`config.mk`:
```
export PLATFORM = sky130hd
export DESIGN_NAME = shift_chain_ctrl
export DESIGN_NICKNAME = d
export VERILOG_FILES = /design/src/rtl/shift_chain_pkg.sv /design/src/rtl/shift_bit_counter.sv /design/src/rtl/shift_chain_ctrl.sv
export SDC_FILE = /design/constraint.sdc
export NUM_CORES = 1
export LEC_CHECK = 0
export ABC_AREA = 1
export ABC_CLOCK_PERIOD_IN_PS = 3000
export BUFFER_PORTS_ARGS = -buffer_cell sky130_fd_sc_hd__buf_2
export CAP_MARGIN = 20
export CORE_MARGIN = 3
export CORE_UTILIZATION = 50
export DETAILED_ROUTE_END_ITERATION = 16
export GPL_TIMING_DRIVEN = 0
export PLACE_DENSITY = 0.73
export SLEW_MARGIN = 30
export SYNTH_ARGS = -nofsm -noshare
export SYNTH_HDL_FRONTEND = slang
export SYNTH_HIERARCHICAL = 1
export SYNTH_SLANG_ARGS = --single-unit
export TNS_END_PERCENT = 30
```
`constraint.sdc`:
```
create_clock -name clk -period 3 [get_ports clk]
set_clock_uncertainty 0.15 [all_clocks]
set_input_delay 0.75 -clock clk [delete_from_list [all_inputs] [get_ports clk]]
set_output_delay 0.75 -clock clk [all_outputs]
set_load 0.02 [all_outputs]
```
`src/rtl/shift_chain_pkg.sv`:
```
// Shared types and constants for the shift-chain serializer.
package shift_chain_pkg;

  localparam int WORD_CNT_W = 16;

  typedef enum logic [1:0] {
    IDLE  = 2'd0,
    SHIFT = 2'd1,
    GAP   = 2'd2
  } state_e;

endpackage

```
`src/rtl/shift_bit_counter.sv`:
```
// Modulo-WIDTH up-counter with synchronous clear and terminal-count flag.
module shift_bit_counter #(
  parameter int WIDTH = 8,
  parameter int CNT_W = (WIDTH > 1) ? $clog2(WIDTH) : 1
) (
  input  logic clk,
  input  logic reset,
  input  logic clr,
  input  logic inc,
  output logic last
);

  localparam logic [CNT_W-1:0] LAST_VAL = CNT_W'(WIDTH - 1);

  logic [CNT_W-1:0] cnt_q;
  logic [CNT_W-1:0] cnt_d;

  // Next count: clear wins over increment, wrap after the terminal value.
  always_comb begin
    cnt_d = cnt_q;
    if (clr) begin
      cnt_d = '0;
    end else if (inc) begin
      if (cnt_q == LAST_VAL) begin
        cnt_d = '0;
      end else begin
        cnt_d = cnt_q + CNT_W'(1);
      end
    end else begin
      cnt_d = cnt_q;
    end
  end

  // Count register.
  always_ff @(posedge clk or negedge reset) begin
    if (!reset) begin
      cnt_q <= '0;
    end else begin
      cnt_q <= cnt_d;
    end
  end

  assign last = (cnt_q == LAST_VAL);

endmodule

```
`src/rtl/shift_chain_ctrl.sv`:
```
// Serializes WIDTH-bit words MSB first into a shift chain, with an optional
// idle gap after each word, abort support and a wrapping word counter.
module shift_chain_ctrl
  import shift_chain_pkg::*;
#(
  parameter int WIDTH      = 100,
  parameter int GAP_CYCLES = 0
) (
  input  logic                  clk,
  input  logic                  reset,
  input  logic [WIDTH-1:0]      in_data_i,
  input  logic                  in_valid_i,
  output logic                  in_ready_o,
  input  logic                  abort_i,
  output logic                  ser_data_o,
  output logic                  ser_en_o,
  output logic                  frame_o,
  output logic                  done_o,
  output logic                  busy_o,
  output logic [WORD_CNT_W-1:0] word_cnt_o
);

  localparam int CNT_W = $clog2(WIDTH);
  // Gap counter still needs a legal size when no gap is configured.
  localparam int GAP_N = (GAP_CYCLES > 0) ? GAP_CYCLES : 1;
  localparam int GAP_W = (GAP_N > 1) ? $clog2(GAP_N) : 1;

  state_e                  state_q, state_d;
  logic [WIDTH-1:0]        hold_q, hold_d;
  logic [WORD_CNT_W-1:0]   word_cnt_q, word_cnt_d;
  logic                    frame_q, frame_d;
  logic                    bit_clr_s, bit_inc_s, bit_last_s;
  logic                    gap_clr_s, gap_inc_s, gap_last_s;

  shift_bit_counter #(.WIDTH(WIDTH), .CNT_W(CNT_W)) u_bit_cnt (
    .clk   (clk),
    .reset (reset),
    .clr   (bit_clr_s),
    .inc   (bit_inc_s),
    .last  (bit_last_s)
  );

  shift_bit_counter #(.WIDTH(GAP_N), .CNT_W(GAP_W)) u_gap_cnt (
    .clk   (clk),
    .reset (reset),
    .clr   (gap_clr_s),
    .inc   (gap_inc_s),
    .last  (gap_last_s)
  );

  // Next-state, datapath updates and decoded outputs.
  always_comb begin
    state_d    = state_q;
    hold_d     = hold_q;
    word_cnt_d = word_cnt_q;
    frame_d    = 1'b0;
    bit_clr_s  = 1'b0;
    bit_inc_s  = 1'b0;
    gap_clr_s  = 1'b0;
    gap_inc_s  = 1'b0;
    in_ready_o = 1'b0;
    ser_en_o   = 1'b0;
    ser_data_o = 1'b0;
    done_o     = 1'b0;
    case (state_q)
      IDLE: begin
        in_ready_o = !abort_i;
        if (in_valid_i && !abort_i) begin
          hold_d    = in_data_i;
          bit_clr_s = 1'b1;
          frame_d   = 1'b1;
          state_d   = SHIFT;
        end else begin
          state_d = IDLE;
        end
      end
      SHIFT: begin
        ser_en_o   = 1'b1;
        ser_data_o = hold_q[WIDTH-1];
        done_o     = bit_last_s;
        hold_d     = {hold_q[WIDTH-2:0], 1'b0};
        bit_inc_s  = 1'b1;
        // Abort beats completion: a word aborted on its last bit is not counted.
        if (abort_i) begin
          state_d = IDLE;
        end else if (bit_last_s) begin
          word_cnt_d = word_cnt_q + WORD_CNT_W'(1);
          gap_clr_s  = 1'b1;
          state_d    = (GAP_CYCLES > 0) ? GAP : IDLE;
        end else begin
          state_d = SHIFT;
        end
      end
      GAP: begin
        gap_inc_s = 1'b1;
        if (abort_i || gap_last_s) begin
          state_d = IDLE;
        end else begin
          state_d = GAP;
        end
      end
      default: begin
        state_d = IDLE;
      end
    endcase
  end

  // State and datapath registers.
  always_ff @(posedge clk or negedge reset) begin
    if (!reset) begin
      state_q    <= IDLE;
      hold_q     <= '0;
      word_cnt_q <= '0;
      frame_q    <= 1'b0;
    end else begin
      state_q    <= state_d;
      hold_q     <= hold_d;
      word_cnt_q <= word_cnt_d;
      frame_q    <= frame_d;
    end
  end

  // frame_q is set only by a transfer, so it marks exactly the first SHIFT cycle.
  assign frame_o    = frame_q;
  assign busy_o     = (state_q != IDLE);
  assign word_cnt_o = word_cnt_q;

endmodule

```
==> flow_metrics.tcl <==
set metrics [dict create \
    final_antenna_net_count 0 \
    p_int_mw 3.611 \
    seq_power_share 0.427 \
    io-pin-count 126 \
    place_inst 1140 \
    design.final.nets 1097 \
    clock_sinks 126 \
    num_antenna_cells 0 \
    p_sw_frac 0.2903 \
    first_pass_grt_wire_length_um 24990 \
    power_density_over_the_cells_nw_per_um2 648.3 \
    floorplan.initialDensity 0.5250 \
    grt_util_overall 0.2157 \
    1st_iter_drt_viols 374 \
    route.final.wire_length_um 14630 \
    clk_path_buf_depth 2 \
    vdd.ir_drop.worst_mv 0.3259 \
    synth_area_per_cell_um2 7.640 \
    cts_made_buffers 17 \
    wl_per_cell_um 12.51 \
    port-buffer-count 125 \
    post_synth_inst_count 846 \
    setup_repair_after_global_routing_missed_its_margin "false" \
    instances_no_fill 1169 \
    yosysWarningCount 6 \
    max-cap-violations 0 \
    final_period_minus_worst_setup_slack_ps 2686 \
    synthesis.nets 952 \
    core-area_um2 12310 \
    worstSetupPathType "reg2out" \
    report.power.total_mw 5.088 \
    die_w_um 119.7 \
    clock_latency_ps 410 \
    post_synth_instance_area_um2 6464 \
    final_hold_fails 0 \
    maxSlewViolCount 0 \
    run_status "completed" \
    die_outline_area_um2 14330 \
    htree_levels 4 \
    post_cts_buffers 0 \
    post-route-period-util 0.8955 \
    rows 40 \
    vias 5679 \
    global_route.overflow_total 0 \
    start_kind "flop" \
    gpl.final_weighted_congestion 0.8442 \
    first_global_vias 5519 \
    grt_start_max_net_pins 81 \
    power_frac_clock 0.351 \
    fin_hold_ws_ps 70.21 \
    avgViaCountPerCell 4.858 \
    clk_pin_slew_worst_paths_ps 50 \
    netSwitchingPower_mw 1.477 \
    hpwlAfterDp_um 10290 \
    critPathArrivalTime_ps 1790 \
    max_freq_mhz 372.3 \
    postCtsHoldBufs 0 \
    critical_path.max_fanout 5 \
    drc_errors 0 \
    comb_power_share 0.222 \
    cts_tree "yes" \
    fraction_of_layout_cells_with_a_size_suffix_above_1 0.2118 \
    critical_path_required_ps 2100 \
    ctsRootBufferMaster "clkbuf_16" \
    critical_path.endpoint_type "output port" \
    power.leakage_nw 4.072 \
    number_of_antenna_violations_at_the_first_check_in_global_routing 0 \
    syn_to_final_growth_pct 21.43 \
    dr.pass1.iters 6 \
    cts.repair.resized 0 \
    fp.dieH_um 119.7 \
    setup-violations-final 0 \
    hold_path_class "in2async" \
]
[registers in the layout, indices dropped and copies added, names as in the netlist]
register / cells
frame_o: 1
hold_q: 100
u_bit_cnt/cnt_q: 7
state_q: 2
word_cnt_o: 16
[area by class of cell]
type	instances	area [µm²]
Multi-Input combinational cell	545	2522
Tap cell	168	210.2
Timing Repair Buffer	126	663.1
Buffer	45	300.3
Sequential cell	126	3153
Fill cell	1150	4463
Clock buffer	28	506.7
Clock inverter	1	5.005
Inverter	130	488.0
[power groups by stage]
| stage | registers [mW] | logic [mW] | clock network [mW] |
|---|---|---|---|
| floorplan | 2.18 | 0.811 | 0 |
| global placement | 2.19 | 1.10 | 0 |
| detailed placement | 2.20 | 1.12 | 0 |
| CTS | 2.17 | 1.14 | 1.83 |
| global route | 2.21 | 1.32 | 1.91 |
| finish | 2.17 | 1.13 | 1.79 |
[critical path: stages (launching register included)]
cell and delay [ps]:
dfrtp_1 410, ha_1 230, nand3_1 90, nor2_1 270, inv_1 100, nor2_1 100, buf_2 180
[per-stage QoR]
stage	setup WS, ps	utilization	instance area [µm²]	setup TNS (ps)
final	313.6	0.6375	7849	0
after global routing	103.5	0.6375	7849	0
after CTS	304.1	0.6375	7849	0
after detailed placement	761.2	0.5959	7337	0
after global placement	-632.1	0.5929	7300	-78780
after floorplan	859.1	-	6464	0
[placed cells by master (no fill, tap or decap), drive strengths merged, types with 2 or more instances in the layout]
cell type	count
nand2	270
o21ai	201
buf	160
inv	130
dfrtp	126
clkbuf	39
nor2	34
nand3	14
nand4	7
xor2	5
xnor2	5
ha	2
o21bai	2
[per-layer routing]
metal	global-route usage	vias to the layer above	part of all wire
met3	0.04713	20	0.045
met4	0.07802	0	0.016
met1	0.2945	2613	0.48
met5	0	-	0
met2	0.3404	128	0.46
li1	-	2918	-
[path summary, 6_finish.rpt]
path,startpoint,endpoint,slack (ps),cells past startpoint
min reg2reg,word_cnt_o[14],word_cnt_o[14],340,2
max reg2reg,u_bit_cnt/cnt_q[0],word_cnt_o[10],920,10
min,reset,hold_q[21],70,1
min in group clk,word_cnt_o[14],word_cnt_o[14],340,2
max in group asynchronous,reset,hold_q[53],1930,2
max,u_bit_cnt/cnt_q[0],done_o,310,6
Power figures use the tool's default switching activity.
